--- config.mk ---
export PLATFORM = sky130hd
export DESIGN_NAME = sample_dump_framer
export DESIGN_NICKNAME = d
export VERILOG_FILES = /design/src/rtl/dump_pkg.sv /design/src/rtl/uart_byte_sender.sv /design/src/rtl/sample_dump_framer.sv
export SDC_FILE = /design/constraint.sdc
export NUM_CORES = 1
export LEC_CHECK = 0
export CAP_MARGIN = 20
export CORE_MARGIN = 4
export CORE_UTILIZATION = 56
export CTS_CLUSTER_SIZE = 20
export DETAILED_ROUTE_END_ITERATION = 6
export HOLD_SLACK_MARGIN = 0.1
export PLACE_DENSITY = 0.85
export REMOVE_ABC_BUFFERS = 1
export SLEW_MARGIN = 0
export SYNTH_ARGS = -nofsm -noshare
export SYNTH_HDL_FRONTEND = slang
export SYNTH_SLANG_ARGS = --single-unit
--- constraint.sdc ---
create_clock -name clk -period 6.65 [get_ports clk]
set_input_delay 1.33 -clock clk [delete_from_list [all_inputs] [get_ports clk]]
set_output_delay 1.33 -clock clk [all_outputs]
set_load 0.02 [all_outputs]
--- src/rtl/dump_pkg.sv ---
// ---------------------------------------------------------------------------
// dump_pkg
// Shared definitions for the sample dump readout path:
//   - top-level and byte-sender state encodings
//   - bit positions of the fields inside a 32-bit sample record
//   - default frame separator byte
//   - record checksum function (also used by the sampler side)
// ---------------------------------------------------------------------------
package dump_pkg;

  // Framer states. TX stands for the whole send/ack/drain handshake,
  // which lives inside uart_byte_sender.
  localparam logic [3:0] ST_IDLE    = 4'd0;
  localparam logic [3:0] ST_RD_REQ  = 4'd1;
  localparam logic [3:0] ST_RD_WAIT = 4'd2;
  localparam logic [3:0] ST_CHECK   = 4'd3;
  localparam logic [3:0] ST_TX      = 4'd4;
  localparam logic [3:0] ST_NEXT    = 4'd5;
  localparam logic [3:0] ST_FINISH  = 4'd6;

  // Byte sender handshake states
  localparam logic [1:0] TXS_IDLE  = 2'd0;
  localparam logic [1:0] TXS_SEND  = 2'd1;
  localparam logic [1:0] TXS_ACK   = 2'd2;
  localparam logic [1:0] TXS_DRAIN = 2'd3;

  // Record layout: v = [31:20], i = [19:8], csum = [7:1], flag = [0]
  localparam int V_MSB    = 31;
  localparam int V_LSB    = 20;
  localparam int I_MSB    = 19;
  localparam int I_LSB    = 8;
  localparam int CSUM_MSB = 7;
  localparam int CSUM_LSB = 1;
  localparam int FLAG_BIT = 0;

  localparam logic [7:0] SEP_BYTE = 8'h0A;

  // Sum of the three bytes covering v and i, taken at 8 bits and
  // truncated to the 7-bit checksum width.
  function automatic logic [6:0] record_csum(input logic [31:0] rec);
    logic [11:0] v;
    logic [11:0] i;
    v = rec[V_MSB:V_LSB];
    i = rec[I_MSB:I_LSB];
    return 7'(v[11:4] + {v[3:0], i[11:8]} + i[7:0]);
  endfunction

endpackage

--- src/rtl/uart_byte_sender.sv ---
// ---------------------------------------------------------------------------
// uart_byte_sender
// Hands one byte to a UART transmitter using its busy line as handshake:
// wait idle, strobe, wait busy, wait idle again.
// Ports:
//   clk, rst   - clock, asynchronous active-high reset
//   load       - capture byte_in and start a new handshake
//   byte_in    - byte to send
//   tx_byte    - registered byte towards the UART, held until drained
//   tx_dv      - one-cycle strobe for tx_byte
//   tx_active  - UART busy
//   sent       - high in the cycle the UART finished with the byte
// ---------------------------------------------------------------------------
module uart_byte_sender (
  input  logic       clk,
  input  logic       rst,
  input  logic       load,
  input  logic [7:0] byte_in,
  output logic [7:0] tx_byte,
  output logic       tx_dv,
  input  logic       tx_active,
  output logic       sent
);
  import dump_pkg::*;

  logic [1:0] state_q, state_d;
  logic [7:0] byte_q, byte_d;
  logic       dv_q, dv_d;

  // Next-state logic. A load always restarts the handshake; the framer
  // only issues one while this block is idle or finishing its drain.
  always_comb begin
    state_d = state_q;
    byte_d  = byte_q;
    dv_d    = 1'b0;
    if (load) begin
      byte_d  = byte_in;
      state_d = TXS_SEND;
    end else begin
      case (state_q)
        TXS_SEND: begin
          if (!tx_active) begin
            dv_d    = 1'b1;
            state_d = TXS_ACK;
          end
        end
        TXS_ACK: begin
          if (tx_active) state_d = TXS_DRAIN;
        end
        TXS_DRAIN: begin
          if (!tx_active) state_d = TXS_IDLE;
        end
        default: state_d = TXS_IDLE;
      endcase
    end
  end

  // State, byte and strobe registers
  always_ff @(posedge clk or posedge rst) begin
    if (rst) begin
      state_q <= TXS_IDLE;
      byte_q  <= 8'h00;
      dv_q    <= 1'b0;
    end else begin
      state_q <= state_d;
      byte_q  <= byte_d;
      dv_q    <= dv_d;
    end
  end

  assign tx_byte = byte_q;
  assign tx_dv   = dv_q;
  assign sent    = (state_q == TXS_DRAIN) && !tx_active;

endmodule

--- src/rtl/sample_dump_framer.sv ---
// ---------------------------------------------------------------------------
// sample_dump_framer
// Walks SDRAM from address 0, reads 32-bit sample records, checks flag and
// checksum, and sends each valid record as a 6-byte frame to the UART.
// Stops on the first record with flag 0, after LAST_ADDR, or on abort at a
// frame boundary.
// Ports:
//   clk, rst            - clock, asynchronous active-high reset
//   start, abort        - begin a dump / end it after the current frame
//   cmd_*               - SDRAM controller read command port
//   data_out(_ready)    - SDRAM read data and its valid pulse
//   tx_byte/tx_dv       - byte strobe towards the UART
//   tx_active           - UART busy
//   busy, done          - dump in progress / one-cycle end pulse
//   records_sent        - frames fully transmitted in this/last dump
//   csum_errors         - records with a bad checksum (saturating)
// ---------------------------------------------------------------------------
module sample_dump_framer #(
  parameter int                ADDR_W    = 23,
  parameter logic [ADDR_W-1:0] LAST_ADDR = {ADDR_W{1'b1}},
  parameter logic [7:0]        SEP_BYTE  = dump_pkg::SEP_BYTE
) (
  input  logic              clk,
  input  logic              rst,
  input  logic              start,
  input  logic              abort,
  input  logic              cmd_ready,
  output logic              cmd_enable,
  output logic              cmd_wr,
  output logic [ADDR_W-1:0] cmd_address,
  input  logic [31:0]       data_out,
  input  logic              data_out_ready,
  output logic [7:0]        tx_byte,
  output logic              tx_dv,
  input  logic              tx_active,
  output logic              busy,
  output logic              done,
  output logic [ADDR_W:0]   records_sent,
  output logic [15:0]       csum_errors
);
  import dump_pkg::*;

  localparam logic [ADDR_W-1:0] ADDR_ONE = {{(ADDR_W-1){1'b0}}, 1'b1};
  localparam logic [ADDR_W:0]   CNT_ONE  = {{ADDR_W{1'b0}}, 1'b1};

  logic [3:0]        state_q, state_d;
  logic [ADDR_W-1:0] addr_q, addr_d;
  logic [31:0]       rec_q, rec_d;
  logic [2:0]        idx_q, idx_d;
  logic [ADDR_W:0]   sent_q, sent_d;
  logic [15:0]       err_q, err_d;
  logic              abort_q, abort_d;
  logic              load;
  logic [7:0]        byte_in;
  logic              tx_sent;

  // Main sequencer. An abort seen anywhere during the dump is remembered
  // and only acted on in NEXT, so frames are never cut short.
  always_comb begin
    state_d = state_q;
    addr_d  = addr_q;
    rec_d   = rec_q;
    idx_d   = idx_q;
    sent_d  = sent_q;
    err_d   = err_q;
    abort_d = abort_q | abort;
    load    = 1'b0;
    case (state_q)
      ST_IDLE: begin
        abort_d = 1'b0;
        if (start) begin
          sent_d  = '0;
          err_d   = 16'h0000;
          addr_d  = '0;
          abort_d = abort;
          state_d = ST_RD_REQ;
        end
      end
      ST_RD_REQ: begin
        if (cmd_ready) state_d = ST_RD_WAIT;
      end
      ST_RD_WAIT: begin
        if (data_out_ready) begin
          rec_d   = data_out;
          state_d = ST_CHECK;
        end
      end
      ST_CHECK: begin
        if (!rec_q[FLAG_BIT]) begin
          state_d = ST_FINISH;
        end else begin
          if (rec_q[CSUM_MSB:CSUM_LSB] != record_csum(rec_q) && err_q != 16'hFFFF)
            err_d = err_q + 16'd1;
          idx_d   = 3'd0;
          load    = 1'b1;
          state_d = ST_TX;
        end
      end
      ST_TX: begin
        // Next byte is loaded in the same cycle the previous one drains
        if (tx_sent) begin
          if (idx_q < 3'd5) begin
            idx_d = idx_q + 3'd1;
            load  = 1'b1;
          end else begin
            state_d = ST_NEXT;
          end
        end
      end
      ST_NEXT: begin
        sent_d = sent_q + CNT_ONE;
        if (addr_q == LAST_ADDR || abort_q || abort) begin
          state_d = ST_FINISH;
        end else begin
          addr_d  = addr_q + ADDR_ONE;
          state_d = ST_RD_REQ;
        end
      end
      ST_FINISH: state_d = ST_IDLE;
      default:   state_d = ST_IDLE;
    endcase
  end

  // Frame byte selection for the byte about to be loaded
  always_comb begin
    case (idx_d)
      3'd0:    byte_in = SEP_BYTE;
      3'd1:    byte_in = {4'h0, rec_q[31:28]};
      3'd2:    byte_in = rec_q[27:20];
      3'd3:    byte_in = {4'h0, rec_q[19:16]};
      3'd4:    byte_in = rec_q[15:8];
      default: byte_in = {1'b0, rec_q[7:1]};
    endcase
  end

  // Sequencer registers
  always_ff @(posedge clk or posedge rst) begin
    if (rst) begin
      state_q <= ST_IDLE;
      addr_q  <= '0;
      rec_q   <= 32'h0;
      idx_q   <= 3'd0;
      sent_q  <= '0;
      err_q   <= 16'h0000;
      abort_q <= 1'b0;
    end else begin
      state_q <= state_d;
      addr_q  <= addr_d;
      rec_q   <= rec_d;
      idx_q   <= idx_d;
      sent_q  <= sent_d;
      err_q   <= err_d;
      abort_q <= abort_d;
    end
  end

  uart_byte_sender u_sender (
    .clk       (clk),
    .rst       (rst),
    .load      (load),
    .byte_in   (byte_in),
    .tx_byte   (tx_byte),
    .tx_dv     (tx_dv),
    .tx_active (tx_active),
    .sent      (tx_sent)
  );

  assign cmd_enable   = (state_q == ST_RD_REQ);
  assign cmd_wr       = 1'b0;
  assign cmd_address  = addr_q;
  assign busy         = (state_q != ST_IDLE);
  assign done         = (state_q == ST_FINISH);
  assign records_sent = sent_q;
  assign csum_errors  = err_q;

endmodule

Word-level counts from Yosys, hierarchy flattened
Cells that the tools add are included.

Logic and storage cells: 97. Bits in latches: 0. RAM bits: 0. Memories kept: 0. Bits in registers: 114. Bits in read-only memories: 0. Output and inout bits: 76.

$lt $le $gt $ge: 1. $add $sub $neg: 6. Equality and inequality tests: 27. Shift operators: 0. Reductions and logical operators: 16. Mux-type cells: 36. Multiply operators: 0. Div/mod/pow operators: 0. Bitwise gates (word level): 1.

Operators by type and width (number): 16-bit two-way mux (3); 24-bit one-hot mux with 2 select lines (1); 23-bit two-way mux (2); 23-bit one-hot mux with 2 select lines (1); 8-bit one-hot mux with 5 select lines (1); 16-bit one-hot mux with 2 select lines (1); 24-bit by 1-bit adder with 24-bit output, second input constant (1); 24-bit two-way mux (1); 4-bit one-hot mux with 6 select lines (1); 23-bit by 1-bit adder with 23-bit output, second input constant (1); 23-bit == test, second input constant (1); 4-bit two-way mux (5); 16-bit by 1-bit adder with 16-bit output, second input constant (1); 16-bit != test, second input constant (1); 2-bit != test, second input constant (8); 7-bit adder (2); 4-bit by 3-bit == test with 1-bit output, second input constant (3); 3-bit two-way mux (4); 2-bit two-way mux (5); 3-bit != test, second input constant (3); 4-bit by 2-bit == test with 1-bit output, second input constant (2); 1-bit two-way mux (8); 7-bit != test (1); 3-bit by 2-bit == test with 1-bit output, second input constant (2); other kinds (22) (28).

Logic depth before layout (Yosys ltp)
Depth in word-level cells: 7. Mapped depth: 13. Mapped depth without buffers: 12.

By module
Synthesis repeated with hierarchy kept, for this count alone.

Cell total of the unflattened synthesis: 599. Area, all modules: 6277.3 um^2.

Modules (own cells, without submodules): sample_dump_framer (area an instance 5778.0 um^2, cells each 563, instances 1); uart_byte_sender (area an instance 499.2 um^2, cells each 36, instances 1).

Worst setup path after synthesis
Ideal clock, no wire load.

Path kind: register to register. Start: register rec_q[9]. End: register err_q[15], in the netlist csum_errors[15]. Library setup time: 0.137 ns. Data required time: 6.513 ns. Cell stages (with the launch flop): 12. Slack: 3.534 ns. Period minus slack after synthesis: 3.116 ns. Arrival: 2.980 ns. Cells stage by stage: dfrtp_1 fa_1 ha_1 fa_1 a21o_1 a21oi_1 xnor2_1 or4_1 o21ai_1 buf_2 a2bb2oi_1 o21ai_0.

Cells in the longest elaborated chain, start to end: 5.

Ends and longest elaborated chain: start, declared (line sample_dump_framer.sv:48) `logic [31:0] rec_q, rec_d;`; start signal, assigned (line sample_dump_framer.sv:149) `rec_q <= rec_d;`; 7-bit adder (line dump_pkg.sv:45) `return 7'(v[11:4] + {v[3:0], i[11:8]} + i[7:0]);`; 7-bit != test (line sample_dump_framer.sv:92) `if (rec_q[CSUM_MSB:CSUM_LSB] != record_csum(rec_q) && err_q != 16'hFFFF)`; 1-bit logical AND (line sample_dump_framer.sv:92); 2-bit != test (no line); 4-bit AND reduction (no line); end signal, assigned (line sample_dump_framer.sv:152) `err_q <= err_d;`; end, declared (line sample_dump_framer.sv:51) `logic [15:0] err_q, err_d;`.

No other way between the ends. A chain may end at the register's enable or synchronous reset.

Final worst setup path
Start: register state_q[0]. End: output port busy.

Cells in the longest elaborated chain, start to end: 1.

Ends and longest elaborated chain: start, declared (line sample_dump_framer.sv:46) `logic [3:0] state_q, state_d;`; start signal, assigned (line sample_dump_framer.sv:147) `state_q <= state_d;`; 4-bit nonzero test (line sample_dump_framer.sv:171) `assign busy = (state_q != ST_IDLE);`; end, declared (line sample_dump_framer.sv:36) `output logic busy,`.

No other way between the ends.

==> results.md <==
- IO Pins: 115
- I/O Buffers: 113
- Crit-path slowest cell: dfrtp_1
- GP Congestion: 0.916
- First-pass GRT wire length: 24.8 mm
- Hold Startpoint: records_sent[23]
- Hold path cells: 1
- CP max stage delay: 0.73 ns
- Hold-fix buffers at CTS: 0
- Worst R2R Setup Slack: 2.93 ns
- Worst Skew: 0.00606 ns
- Worst-Skew Late Latency: 0.51 ns
- Die Y: 111 um
- Post-synthesis register bit count: 113
- Main synth FF type: dfrtp_1
- Clock tree from TritonCTS: yes
- Nature of the critical path endpoint: output port
- CTS clk-pin slew, worst paths: 0.06 ns
- Met3 Use GR: 0.0540
- Delay-heaviest family, CP: flip-flops
- Global-route met1 utilization: 0.323
- Critical Path Source: state_q[0]
- Setup TNS: 0 ns
- Maximum clock rate: 0.268 GHz
- Async S/R FF share, synth: 1.00
- Slew Viols, Final: 0
- CP Cell Sequence: nor2_1, nand2_1, clkdlybuf4s50_1
- Layout cells sized above 1: 0.109
- Area occupied by multi-input gates: 2960 sq um
- Max-Cap Viols: 0
- Synth-to-Final Area Change: 30.9%
- Bufs on Longest Clock Path: 2
- Vias in the first global route: 5027
- Post_cts resized: 0
- H-tree Lvls: 4
- Finished Cell Area: 7770 sq um
- YS warnings: 0
- Initial antenna violation count: 0
- Period Utilization, post-route: 0.561
- Worst Reg-to-Reg Cells: 11
- Drt via density: 5.97
- Hold Path Class: reg2reg
- 1st-iter DRT viols: 474
- Final HPWL DP: 10.0 mm
- Num CTS Buffers: 17
- Buf+Inv Stages, Crit Path: 1
- Die area: 12300 sq um
- DRC viols: 0
- R2R Path End: csum_errors[0]
- Antenna cell count: 0
- Grt ovf: 0
- Cell Pwr Density: 419 nW/um^2
- Placeable core area: 10300 sq um
- Pin count of the biggest net entering global routing: 61
- CP startpoint kind: flip-flop
- Synth unique cells: 57
- RSZ-0062 raised after global routing: no
- Total Routing Usage GR: 0.243
- Total wire length: 14.6 mm
- Crit Path Class: reg2out
- EDFF count, synth: 0
- P_leak: 3.22 nW
- Busiest layer in global routing: met2
- Mean post-synth cell area: 9.94 sq um
- Hold EP: records_sent[23]
- # rows: 37
- Outcome: complete, no violations
- # fillers: 689
- Post-DRT Antenna Nets: 0
- Slew @ Worst Pin: 1.01 ns
- Via count: 5127
- Total Nets Final: 769
- TritonRoute pass-1 iters: 5
- Fin. Hold Viols: 0
- Post-layout minimum cycle time: 3.73 ns
- Critical Path RT: 5.32 ns
- Max IR drop VDD: 0.000304 V
- Sink Count: 113
- Post-synthesis sequential area ratio: 0.476
- Die X: 111 um
- Placed Instance Area: 7180 sq um
- Rel. slew slack: 0.328
- Sequential standard cell area: 2830 sq um
- Routed wire per std cell: 17.0 um
- Post-Syn Instances: 597
- Post-Synthesis Cell Area: 5940 sq um
- FF-to-FF Start: rec_q[9]
- CTS Root Cell: clkbuf_8
- Crit-path max FO: 19
- Post-CTS setup buffer count: 0
- GRT met2 Usage: 0.394
- Final Setup Violations: 0
- CP arrival: 2.40 ns
- Initial Util: 0.575
[cells by family (layout without fill, tap and decap cells)]
family          count (synthesis)  after routing  synth area share
simple gates                  225            225             0.196
compound gates                130            130             0.130
flops                         113            113             0.476
mux                            38             38            0.0721
buf+inv                        37            163            0.0263
xor+xnor                       34             34            0.0502
fa+ha+maj                      19             19            0.0489
other cells                     1              1          0.000632
[per-stage QoR]
step	utilization	hold WS, ns	setup WS [ns]	cells	total power [W]
finish	0.753	0.481	2.92	859	0.00326
global route	0.753	0.516	2.71	859	0.00345
CTS	0.752	0.490	2.59	858	0.00325
detailed placement	0.695	0.470	2.67	827	0.00232
global placement	0.695	0.477	2.83	827	0.00226
floorplan	-	0.476	2.33	574	0.00193
[state kept, by name, indices dropped and copies added (netlist names)]
signal            cells
u_sender.state_q      2
csum_errors          16
cmd_address          23
idx_q                 3
rec_q                32
u_sender.tx_byte      8
state_q               3
records_sent         24
u_sender.tx_dv        1
abort_q               1
[area by class of cell]
class	instances	share of cell area
multi-input combinational	447	0.382
clock buffer	20	0.0573
inverter	14	0.00709
sequential	113	0.364
tap	136	0.0219
timing repair buffer	118	0.150
clock inverter	11	0.0177
[worst max path at each step]
| stage | depth (start not counted) | to | slack [ns] |
|---|---|---|---|
| detailed placement | 10 | csum_errors[0] | 2.67 |
| global route | 11 | csum_errors[10] | 2.71 |
| CTS | 10 | csum_errors[0] | 2.59 |
| floorplan | 1 | abort_q | 2.33 |
| global placement | 10 | csum_errors[13] | 2.83 |
| finish | 3 | busy | 2.92 |
[metal layers]
metal / wire [um] / up-vias
met2: 7100 / 205
met3: 895 / 34
met5: 0 / -
met4: 281 / 0
li1: - / 2386
met1: 6290 / 2502
[synth_stat cells, types with 4 or more instances]
cell,n,share of area
dfrtp_1,113,0.48
buf_2,5,0.0042
and3_1,13,0.014
clkbuf_1,16,0.010
mux2i_1,6,0.010
o21ai_0,58,0.049
ha_1,12,0.025
or4_1,5,0.0063
nand2b_1,5,0.0053
a211oi_1,4,0.0051
a21oi_1,25,0.021
xnor2_1,13,0.019
o31ai_1,9,0.011
fa_1,7,0.024
a31oi_1,8,0.0084
nor3_1,5,0.0042
nor2_1,53,0.034
nand2_1,47,0.030
mux2_2,30,0.057
nand4_1,21,0.022
or3_1,10,0.011
inv_1,12,0.0076
xor2_1,21,0.031
nor3b_1,4,0.0051
nand3_1,41,0.035
and4_1,5,0.0074
o211ai_1,5,0.0063
[worst reg2reg max path, cell delays in order, from the launching register on]
cell      delay, ns
dfrtp_1        0.41
fa_1           0.48
ha_1           0.24
fa_1           0.43
a21o_1         0.21
a21oi_1        0.18
xnor2_1        0.10
or4_1          0.48
o21ai_1        0.46
buf_4          0.29
nand2b_1       0.22
o21ai_0        0.10
[power breakdown]
group	leakage (nW)	switching [W]	internal, W	total, W
Clock	0.282	0.000312	0.000584	0.000896
Combinational	1.47	0.000692	0.000616	0.00131
Sequential	1.48	0.000203	0.000849	0.00105
[placed cells by master (no fill, tap or decap), types with 4 or more instances in the layout]
| cell | Yosys | routed |
|---|---|---|
| clkbuf_16 | 0 | 16 |
| or4_1 | 5 | 5 |
| a211oi_1 | 4 | 4 |
| clkinv_2 | 0 | 5 |
| o211ai_1 | 5 | 5 |
| a21oi_1 | 25 | 25 |
| nand2_1 | 47 | 47 |
| nand3_1 | 41 | 41 |
| and4_1 | 5 | 5 |
| clkdlybuf4s50_1 | 0 | 113 |
| xor2_1 | 21 | 21 |
| xnor2_1 | 13 | 13 |
| nand4_1 | 21 | 21 |
| nor3b_1 | 4 | 4 |
| nor2_1 | 53 | 53 |
| buf_4 | 1 | 5 |
| or3_1 | 10 | 10 |
| a31oi_1 | 8 | 8 |
| and3_1 | 13 | 13 |
| mux2_2 | 30 | 30 |
| o31ai_1 | 9 | 9 |
| o21ai_0 | 58 | 58 |
| nand2b_1 | 5 | 5 |
| dfrtp_1 | 113 | 113 |
| fa_1 | 7 | 7 |
| nor3_1 | 5 | 4 |
| mux2i_1 | 6 | 6 |
| ha_1 | 12 | 12 |
| inv_1 | 12 | 11 |
(Power assumes the default switching activity.)
